## config.mk

```make
export PLATFORM = sky130hd
export DESIGN_NAME = riscv_mem_arbiter
export DESIGN_NICKNAME = d
export VERILOG_FILES = /design/src/rtl/riscv_mem_pkg.sv /design/src/rtl/riscv_rr_arb2.sv /design/src/rtl/riscv_mem_arbiter.sv
export SDC_FILE = /design/constraint.sdc
export NUM_CORES = 1
export LEC_CHECK = 0
export ABC_AREA = 1
export CAP_MARGIN = 20
export CORE_UTILIZATION = 41
export DETAILED_ROUTE_END_ITERATION = 10
export GPL_TIMING_DRIVEN = 1
export PLACE_DENSITY = 0.8
export SKIP_CTS_REPAIR_TIMING = 1
export SLEW_MARGIN = 20
export SYNTH_ARGS = -nofsm -noshare
export SYNTH_HDL_FRONTEND = slang
export SYNTH_HIERARCHICAL = 1
export SYNTH_SLANG_ARGS = --single-unit
export TNS_END_PERCENT = 1
```

## constraint.sdc

```tcl
create_clock -name clk -period 2.2 [get_ports clk]
set_clock_uncertainty 0.2 [all_clocks]
set_input_delay 0.55 -clock clk [delete_from_list [all_inputs] [get_ports clk]]
set_output_delay 0.55 -clock clk [all_outputs]
set_load 0.02 [all_outputs]
```

## src/rtl/riscv_mem_pkg.sv

```systemverilog
// Shared encodings for the unified-memory arbiter of the multicycle core.
package riscv_mem_pkg;

  // Requester identity; OWN_DM is the post-reset "last owner" so IF wins the first tie.
  typedef enum logic {
    OWN_IF = 1'b0,
    OWN_DM = 1'b1
  } owner_e;

  // Access sequencer states.
  typedef enum logic [1:0] {
    IDLE  = 2'd0,
    ISSUE = 2'd1,
    WAIT  = 2'd2,
    RESP  = 2'd3
  } state_e;

  localparam int MEM_LATENCY_DEF = 2;

endpackage

```

## src/rtl/riscv_rr_arb2.sv

```systemverilog
// Combinational 2-way round-robin picker: the requester that did not own the
// memory last wins a tie; a lone requester always wins.
module riscv_rr_arb2
  import riscv_mem_pkg::*;
(
  input  logic if_req,
  input  logic dm_req,
  input  logic last_owner,
  output logic valid,
  output logic winner
);

  // Pick the winner from the current requests and the previous owner.
  always_comb begin
    valid  = if_req | dm_req;
    winner = OWN_IF;
    if (if_req && dm_req) begin
      winner = ~last_owner;
    end else if (dm_req) begin
      winner = OWN_DM;
    end
  end

endmodule

```

## src/rtl/riscv_mem_arbiter.sv

```systemverilog
// Arbitrates the unified instruction/data memory between fetch (IF) and
// load/store (DM), sequencing each access through a fixed-latency memory.
module riscv_mem_arbiter
  import riscv_mem_pkg::*;
#(
  parameter int ADDR_WIDTH  = 32,
  parameter int DATA_WIDTH  = 32,
  parameter int MEM_LATENCY = MEM_LATENCY_DEF
) (
  input  logic                  clk,
  input  logic                  reset_n,
  input  logic                  if_req,
  input  logic [ADDR_WIDTH-1:0] if_addr,
  output logic                  if_gnt,
  output logic                  if_rvalid,
  output logic [DATA_WIDTH-1:0] if_rdata,
  input  logic                  dm_req,
  input  logic                  dm_we,
  input  logic [ADDR_WIDTH-1:0] dm_addr,
  input  logic [DATA_WIDTH-1:0] dm_wdata,
  output logic                  dm_gnt,
  output logic                  dm_rvalid,
  output logic [DATA_WIDTH-1:0] dm_rdata,
  output logic                  mem_re,
  output logic                  mem_we,
  output logic [ADDR_WIDTH-1:0] mem_addr,
  output logic [DATA_WIDTH-1:0] mem_wdata,
  input  logic [DATA_WIDTH-1:0] mem_rdata
);

  localparam int CNT_W = $clog2(MEM_LATENCY + 1);
  localparam logic [CNT_W-1:0] CNT_ONE  = CNT_W'(1);
  localparam logic [CNT_W-1:0] CNT_LOAD = CNT_W'(MEM_LATENCY);

  state_e           state;
  owner_e           owner;
  owner_e           last_owner;
  logic             we_q;
  logic [CNT_W-1:0] cnt;
  logic             arb_valid;
  logic             arb_winner;

  riscv_rr_arb2 u_arb (
    .if_req     (if_req),
    .dm_req     (dm_req),
    .last_owner (last_owner),
    .valid      (arb_valid),
    .winner     (arb_winner)
  );

  // Access sequencer; every output is registered, and strobes default low so
  // each one is a single-cycle pulse set on entry to ISSUE or RESP.
  always_ff @(posedge clk or negedge reset_n) begin
    if (!reset_n) begin
      state      <= IDLE;
      owner      <= OWN_IF;
      last_owner <= OWN_DM;
      we_q       <= 1'b0;
      cnt        <= '0;
      if_gnt     <= 1'b0;
      if_rvalid  <= 1'b0;
      if_rdata   <= '0;
      dm_gnt     <= 1'b0;
      dm_rvalid  <= 1'b0;
      dm_rdata   <= '0;
      mem_re     <= 1'b0;
      mem_we     <= 1'b0;
      mem_addr   <= '0;
      mem_wdata  <= '0;
    end else begin
      if_gnt    <= 1'b0;
      dm_gnt    <= 1'b0;
      if_rvalid <= 1'b0;
      dm_rvalid <= 1'b0;
      mem_re    <= 1'b0;
      mem_we    <= 1'b0;
      case (state)
        IDLE, RESP: begin
          if (arb_valid) begin
            state <= ISSUE;
            owner <= owner_e'(arb_winner);
            if (arb_winner == OWN_DM) begin
              we_q      <= dm_we;
              mem_addr  <= dm_addr;
              mem_wdata <= dm_wdata;
              mem_we    <= dm_we;
              mem_re    <= ~dm_we;
              dm_gnt    <= 1'b1;
            end else begin
              we_q     <= 1'b0;
              mem_addr <= if_addr;
              mem_re   <= 1'b1;
              if_gnt   <= 1'b1;
            end
          end else begin
            state <= IDLE;
          end
        end
        ISSUE: begin
          last_owner <= owner;
          if (we_q) begin
            state <= IDLE;
          end else begin
            cnt   <= CNT_LOAD;
            state <= WAIT;
          end
        end
        WAIT: begin
          cnt <= cnt - CNT_ONE;
          if (cnt == CNT_ONE) begin
            state <= RESP;
            if (owner == OWN_DM) begin
              dm_rdata  <= mem_rdata;
              dm_rvalid <= 1'b1;
            end else begin
              if_rdata  <= mem_rdata;
              if_rvalid <= 1'b1;
            end
          end
        end
        default: state <= IDLE;
      endcase
    end
  end

endmodule

```

==> flow_metrics.tcl, run 1 <==
set metrics [dict create \
    wl_per_cell_um 13.52 \
    grt_usage 0.2140 \
    drtPass1Iterations 5 \
    dr.first_iter.drc_count 232 \
    period_needed_ps 2168 \
    clk_latency_ps 410 \
    cts_buffers 17 \
    start_util 0.4265 \
    drv_slew 0 \
    worst-path-buf-inv 1 \
    syn_avg_cell_area_um2 8.834 \
    post-dp-hpwl_um 11030 \
    cp_top_family "buffers and inverters" \
    fin_cells 1138 \
    grt_start_max_net_pins 65 \
    cp-startpoint "mem_addr[31]" \
    arrival_ps 1420 \
    met2_usage 0.3490 \
    powerDensity_nw_per_um2 1392 \
    synth_nets 816 \
    finalHoldViolations 0 \
    hold_start "mem_wdata[20]" \
    critPathRequiredTime_ps 1450 \
    dp_cells 1105 \
    critPathKind "register to primary output" \
    gr-total-overflow 0 \
    grtUsageMet1 0.2576 \
    yosysUniqueCellTypes 23 \
    crit_slowest_cell "clkdlybuf4s50_1" \
    hp-class "register to register" \
    reg2reg_from "state[0]" \
    maxCapViolCount 0 \
    yosysTopAreaCell "dfrtp_1" \
    grt_antenna_before_repair 0 \
    critPathMaxStageDelay_ps 640 \
    drt_drc_violations_left 0 \
    top_usage_layer "met2" \
    die_area_um2 15100 \
    grt_pass1_wl_um 24570 \
    ys_seq_elements 141 \
    io_buffers 266 \
    tightest_slew_ps 538.9 \
    multi_input_area_um2 2028 \
    wl_um 15390 \
    cts_tree "yes" \
    p_leak_nw 4.708 \
    finalSetupViolations 0 \
    synth_cells 678 \
    grtUsageMet3 0.07388 \
    relSlewSlack 0.6402 \
    fin_nets 1083 \
    ant_nets 0 \
    rows 43 \
    core_area_um2 14040 \
    fmax_mhz 461.2 \
    critPathLaunchType "register" \
    synth_area_um2 5989 \
    regArea_um2 3530 \
    clock_sinks 141 \
    final_layout_size_suffix_gt1_frac 0.08664 \
    netlist_top_cells_area "dfrtp_1, nand2_1, o21ai_2, o21ai_1, inv_1" \
    path_cells "clkdlybuf4s50_1" \
    cts_max_path_buffers 2 \
    yosys_warnings 6 \
    syn2layout_area_growth_pct 57.32 \
    yosys.area.top_type_share 0.5849 \
    diodes 0 \
    final_core_util 0.6710 \
    rsz0062_at_grt "false" \
    min_period_over_period 0.9856 \
    io_pins 267 \
    irDropWorstVdd_uv 647.2 \
    fill_cells 1130 \
    status "finished, final reports clean" \
    place.gp.congestion 0.8030 \
    die_h_um 122.9 \
    crit_fanout 2 \
    vias 5210 \
    root_buffer "clkbuf_16" \
    grt_pass1_vias 5014 \
    end_kind "primary output" \
    yosysSeqAreaShare 0.5893 \
    drt-vias-per-instance 4.578 \
    timing.setup.tns_ps 0 \
    cts_max_level 4 \
    whs_ps 266.9 \
    die_x_um 122.9 \
    clk_pin_slew_ps 60 \
]
Yosys cell counts:
cell type	n
nor3_1	2
o21ai_2	30
or2_1	1
nand2_1	367
a21oi_1	3
inv_1	45
dfstp_2	1
nor2_8	1
nor2_1	3
clkbuf_1	1
o21ai_0	2
nand3_1	6
o21ai_1	34
buf_4	9
buf_6	12
inv_4	1
nand3_4	2
nand2_2	1
dfrtp_1	140
ha_1	5
nand3b_1	1
buf_2	10
inv_2	1
worst register-to-register path: cells and delay by family (launching register included):
kind	cells	cell delay [ps]
simple gates	4	400
buf+inv	2	480
flops	1	420
fa+ha+maj	1	330
cell families after synthesis:
family | count (synthesis) | synth area share
compound gates | 69 | 0.07646
fa+ha+maj | 5 | 0.01044
buf+inv | 79 | 0.07270
flops | 141 | 0.5893
simple gates | 384 | 0.2511
final cells by class:
class | count | share of cell area
flip-flops and latches | 141 | 0.3746
repair buffers | 280 | 0.3026
multi-input cells | 458 | 0.2152
clock buffers | 21 | 0.04993
well taps | 180 | 0.02390
inverters | 47 | 0.01899
clock inverters | 11 | 0.01474
report_power, final:
| part | switching, mW | internal, mW |
|---|---|---|
| logic | 3.19 | 2.69 |
| clock network | 1.05 | 1.87 |
| registers | 0.620 | 3.70 |
flip-flops by register name, indices dropped and copies added (netlist names):
signal / cells
owner: 1
mem_wdata: 32
dm_rdata: 32
dm_rvalid: 1
we_q: 1
mem_re: 1
mem_addr: 32
last_owner: 1
if_rdata: 32
mem_we: 1
if_rvalid: 1
cnt: 2
state: 2
dm_gnt: 1
if_gnt: 1
placed cells by master (no fill, tap or decap), types with 2 or more instances in the layout:
cell,count
nand2_1,367
clkdlybuf4s50_1,263
dfrtp_1,140
inv_1,45
o21ai_1,34
o21ai_2,30
clkbuf_16,17
buf_4,7
nand3_1,6
buf_12,6
ha_1,5
clkinv_2,5
nor2_1,3
clkbuf_8,3
bufinv_16,3
a21oi_1,2
nor3_1,2
nand3_4,2
o21ai_0,2
clkinvlp_4,2
dlymetal6s2s_1,2
metrics by stage:
stage	instance area (µm²)	power, mW	worst slack [ps]
final	9423	13.11	31.72
after global routing	9423	13.92	1.525
after CTS	9408	13.25	7.093
after detailed placement	8798	10.26	-98.59
after global placement	8798	10.11	-63.15
after floorplan	5989	7.348	571.1
worst paths after layout:
check | slack [ps] | to | cells past startpoint
setup reg to reg | 310 | mem_wdata[14] | 7
min in group asynchronous | 410 | mem_addr[24] | 2
max in group asynchronous | 840 | mem_addr[17] | 3
hold / removal | 270 | mem_wdata[20] | 2
setup / recovery | 30 | mem_addr[31] | 1
hold reg to reg | 270 | mem_wdata[20] | 2
routing by layer:
layer,up-vias,part of all wire
met3,28,0.084
met4,0,0.025
met1,2363,0.41
met2,211,0.48
li1,2608,-
met5,-,0
(Power assumes the default switching activity.)
==> run 2, diff against run 1 <==
--- a/config.mk
+++ b/config.mk
@@ -7,10 +7,11 @@
 export LEC_CHECK = 0
 export ABC_AREA = 1
 export CAP_MARGIN = 20
+export CORE_MARGIN = 2
 export CORE_UTILIZATION = 41
 export DETAILED_ROUTE_END_ITERATION = 10
 export GPL_TIMING_DRIVEN = 1
-export PLACE_DENSITY = 0.8
+export PLACE_DENSITY = 0.89
 export SKIP_CTS_REPAIR_TIMING = 1
 export SLEW_MARGIN = 20
 export SYNTH_ARGS = -nofsm -noshare
==> run 2 against run 1 <==
Compared with the run above: utilization fell by 0.65 points; clock power rose by 12%; die area rose by 3.3%; wire length rose by 4.0%; non-clock buffer count rose by 5; fmax rose by 0.18%; sequential cell count did not move; worst hold slack improved by 2.4 ps; first-iteration DRC count rose by 14%; setup slack improved by 3.9 ps; critical path type unchanged.
==> flow_metrics.tcl, run 2 (synthesis results as in run 1) <==
set metrics [dict create \
    post-dp-hpwl_um 11600 \
    min_period_over_period 0.9838 \
    clk_latency_ps 410 \
    p_seq_frac 0.322 \
    die_area_um2 15590 \
    io_pins 267 \
    rsz0062_at_grt "false" \
    whs_ps 269.3 \
    cp_top_family "buffers and inverters" \
    diodes 0 \
    mostFrequentLayoutCells "nand2_1, clkdlybuf4s50_1, dfrtp_1" \
    clock_sinks 141 \
    grt_antenna_before_repair 0 \
    fmax_mhz 462.0 \
    dp_cells 1114 \
    pwr-share-comb 0.437 \
    die_h_um 124.9 \
    clk_pin_slew_ps 60 \
    grt_pass1_wl_um 26330 \
    setup_ws_ps 35.58 \
    ant_nets 0 \
    period_needed_ps 2164 \
    finalSetupViolations 0 \
    cts_max_level 4 \
    drtPass1Iterations 5 \
    grt_start_max_net_pins 65 \
    wl_per_cell_um 13.97 \
    critPathKind "register to primary output" \
    critPathMaxStageDelay_ps 630 \
    cts_tree "yes" \
    core_area_um2 14420 \
    end_kind "primary output" \
    p_sw_frac 0.3625 \
    p_sw_mw 4.903 \
    p_leak_nw 4.886 \
    rows 44 \
    path_cells "clkdlybuf4s50_1" \
    vias 5344 \
    maxCapViolCount 0 \
    design_area_um2 9585 \
    worst-path-buf-inv 1 \
    relSlewSlack 0.6446 \
    final_layout_size_suffix_gt1_frac 0.09044 \
    io_buffers 266 \
    gr-total-overflow 0 \
    critPathLaunchType "register" \
    placed_area_um2 8866 \
    irDropWorstVdd_uv 725.4 \
    tightest_slew_ps 532.3 \
    fin_cells 1146 \
    fin_nets 1088 \
    cts_buffers 17 \
    root_buffer "clkbuf_16" \
    die_x_um 124.9 \
    place.gp.congestion 0.8225 \
    critPathRequiredTime_ps 1450 \
    p_total_mw 13.52 \
    drv_slew 0 \
    start_util 0.4152 \
    pwr-share-clk 0.241 \
    syn2layout_area_growth_pct 60.04 \
    dr.first_iter.drc_count 264 \
    mostFrequentLayoutCell "nand2_1" \
    hp-class "register to register" \
    powerDensity_nw_per_um2 1411 \
    drt-vias-per-instance 4.663 \
    dpl_worst_slack_ps -99.02 \
    crit_fanout 2 \
    drt_drc_violations_left 0 \
    finalHoldViolations 0 \
    internal_power_mw 8.622 \
    status "finished, final reports clean" \
    grt_usage 0.2112 \
    grt_pass1_vias 5374 \
    cts_max_path_buffers 2 \
    arrival_ps 1410 \
    wl_um 16010 \
    crit_slowest_cell "clkdlybuf4s50_1" \
]
run 2: changes by cell type in the layout (fill, tap and decap cells not counted), sizes merged:
cell           previous run  this run
buf                      14        19
clkinv                    5         1
bufinv                    3         6
dlymetal6s2s              2        12
clkdlybuf4s50           263       253
run 2: tightest hold or removal path, stage by stage (launching register included):
cell     delay, ps
dfrtp_1        340
nand2_1         50
nand2_1         40
run 2: cell type report:
class | instances | area [µm²]
Clock buffer | 21 | 470.5
Timing Repair Buffer | 285 | 2939
Fill cell | 1106 | 4838
Inverter | 47 | 178.9
Sequential cell | 141 | 3530
Clock inverter | 10 | 209.0
Multi-Input combinational cell | 458 | 2028
Tap cell | 184 | 230.2
run 2: routing by layer:
metal  track usage  part of all wire  vias to the layer above
met5             0                 0                        -
met4       0.09673             0.032                        0
met3       0.06443             0.071                       39
met2        0.3549              0.50                      227
met1        0.2492              0.40                     2467
li1              -                 -                     2611
run 2: path summary, 6_finish.rpt:
check | start | end | slack, ps | depth (start not counted)
max | dm_rdata[21] | dm_rdata[21] | 40 | 1
min reg2reg | mem_wdata[3] | mem_wdata[3] | 270 | 2
max reg2reg | state[0] | mem_wdata[29] | 310 | 7
min | mem_wdata[3] | mem_wdata[3] | 270 | 2
max in group asynchronous | reset_n | mem_addr[30] | 790 | 3
min in group asynchronous | reset_n | dm_rdata[20] | 430 | 2
run 2: stage by stage:
step,utilization,setup TNS (ps)
detailed placement,0.6147,-2372
floorplan,-,0
CTS,0.6618,-2.450
finish,0.6646,0
global route,0.6646,0
global placement,0.6147,-1231
run 2: power groups by stage:
stage	Combinational [mW]	Clock [mW]	Sequential, mW
after global placement	5.81	0	4.32
after detailed placement	5.96	0	4.36
after floorplan	1.78	0	5.57
final	5.91	3.26	4.35
after CTS	6.00	3.32	4.35
after global routing	6.38	3.46	4.48
==> run 3, diff against run 2 <==
--- a/config.mk
+++ b/config.mk
@@ -8,10 +8,10 @@
 export ABC_AREA = 1
 export CAP_MARGIN = 20
 export CORE_MARGIN = 2
-export CORE_UTILIZATION = 41
+export CORE_UTILIZATION = 42
 export DETAILED_ROUTE_END_ITERATION = 10
 export GPL_TIMING_DRIVEN = 1
-export PLACE_DENSITY = 0.89
+export PLACE_DENSITY = 0.88
 export SKIP_CTS_REPAIR_TIMING = 1
 export SLEW_MARGIN = 20
 export SYNTH_ARGS = -nofsm -noshare
==> run 3 against run 2 <==
Compared with the run above: first-iteration DRC count up 5.7%; fmax is 0.14% higher; via count down 0.60%; sequential share of layout area is 0.60 points higher; non-clock buffer count down 1; worst hold slack is essentially flat; cell area is 1.6% lower; critical path depth stayed put; die area is 2.3% lower; combinational power barely moved.
==> flow_metrics.tcl, run 3 (synthesis results as in run 1) <==
set metrics [dict create \
    status "finished, final reports clean" \
    start_util 0.4315 \
    wl_um 15890 \
    cts_buffers 17 \
    ff2ff_setup_slack_ps 330 \
    finalHoldViolations 0 \
    hold_depth 2 \
    setup_ws_ps 38.70 \
    powerDensity_nw_per_um2 1384 \
    wl_per_cell_um 13.94 \
    min_to "mem_wdata[2]" \
    ant_nets 0 \
    dpl_worst_slack_ps -102.4 \
    reg2reg_from "state[0]" \
    grt_pass1_wl_um 24760 \
    fin_cells 1140 \
    period_needed_ps 2161 \
    critPathMaxStageDelay_ps 640 \
    path_cells "clkdlybuf4s50_1" \
    gr-total-overflow 0 \
    placed_area_um2 8841 \
    post-dp-hpwl_um 11780 \
    grt_pass1_vias 5127 \
    worst-path-buf-inv 1 \
    drt-vias-per-instance 4.660 \
    grt_start_max_net_pins 41 \
    core_area_um2 13880 \
    cp_top_family "buffers and inverters" \
    critPathRequiredTime_ps 1450 \
    multi_input_area_um2 2028 \
    critPathKind "register to primary output" \
    drtPass1Iterations 4 \
    relSlewSlack 0.6542 \
    r2r_cells 7 \
    final_layout_size_suffix_gt1_frac 0.08750 \
    regArea_um2 3530 \
    min_period_over_period 0.9824 \
    end_kind "primary output" \
    vias 5312 \
    die_x_um 123.4 \
    hp-class "register to register" \
    finalSetupViolations 0 \
    root_buffer "clkbuf_16" \
    grt_usage 0.2113 \
    cts_max_path_buffers 2 \
    die_h_um 123.4 \
    dr.first_iter.drc_count 279 \
    cts_tree "yes" \
    cts_max_level 4 \
    fmax_mhz 462.7 \
    io_buffers 266 \
    dp_cells 1109 \
    grt_antenna_before_repair 0 \
    tightest_slew_ps 518.0 \
    clk_pin_slew_ps 50 \
    place.gp.congestion 0.8024 \
    clock_sinks 141 \
    diodes 0 \
    whs_ps 269.4 \
    crit_slowest_cell "clkdlybuf4s50_1" \
    arrival_ps 1410 \
    rows 43 \
    mostFrequentLayoutCell "nand2_1" \
    io_pins 267 \
    drt_drc_violations_left 0 \
    clk_latency_ps 410 \
    maxCapViolCount 0 \
    syn2layout_area_growth_pct 57.47 \
    irDropWorstVdd_uv 685.3 \
    p_leak_nw 4.731 \
    rsz0062_at_grt "false" \
    fill_cells 1052 \
    mostFrequentLayoutCells "nand2_1, clkdlybuf4s50_1, dfrtp_1" \
    r2r_end "mem_wdata[5]" \
    fin_nets 1087 \
    die_area_um2 15230 \
    hold_start "mem_wdata[2]" \
    critPathLaunchType "register" \
    design_area_um2 9432 \
    crit_fanout 2 \
    drv_slew 0 \
    p_total_mw 13.06 \
]
-- run 3: through the flow --
step	utilization	setup TNS, ps
after floorplan	-	0
after global placement	0.6369	-1097
after detailed placement	0.6369	-2660
after CTS	0.6784	0
after global routing	0.6795	0
final	0.6795	0
-- run 3: final cells by class --
| class | instances | share of cell area |
|---|---|---|
| Clock buffer | 23 | 0.05174 |
| Clock inverter | 7 | 0.009286 |
| Inverter | 47 | 0.01897 |
| Sequential cell | 141 | 0.3742 |
| Timing Repair Buffer | 284 | 0.3068 |
| Tap cell | 180 | 0.02388 |
| Multi-Input combinational cell | 458 | 0.2150 |
-- run 3: metal layers --
layer,track usage,vias to the layer above,wire (µm)
met2,0.3571,189,7875
met4,0.09588,0,379
met3,0.06780,29,1222
met5,0,-,0
met1,0.2442,2484,6418
li1,-,2610,-
-- run 3: worst max-delay path by stage --
stage,from,to,slack (ps),depth (start not counted)
after floorplan,dm_req,mem_addr[10],570,6
after global placement,dm_req,mem_wdata[23],-50,7
after detailed placement,if_req,mem_wdata[28],-100,7
after CTS,mem_wdata[24],mem_wdata[24],20,1
after global routing,mem_addr[21],mem_addr[21],0.7,1
final,mem_wdata[12],mem_wdata[12],40,1
-- run 3: power by group --
part	switching (mW)	total [mW]	leakage [nW]	internal, mW
Clock	1.01	2.78	0.285	1.77
Combinational	3.21	5.93	2.81	2.72
Sequential	0.641	4.35	1.64	3.71
Total	4.86	13.1	4.73	8.19
-- run 3: worst reg2reg max path, delay by kind of cell, from the launching register on --
family	cells	cell delay, ps
buffers and inverters	2	460
AND/OR/NAND/NOR	4	410
flip-flops	1	400
adder cells (fa/ha/maj)	1	330
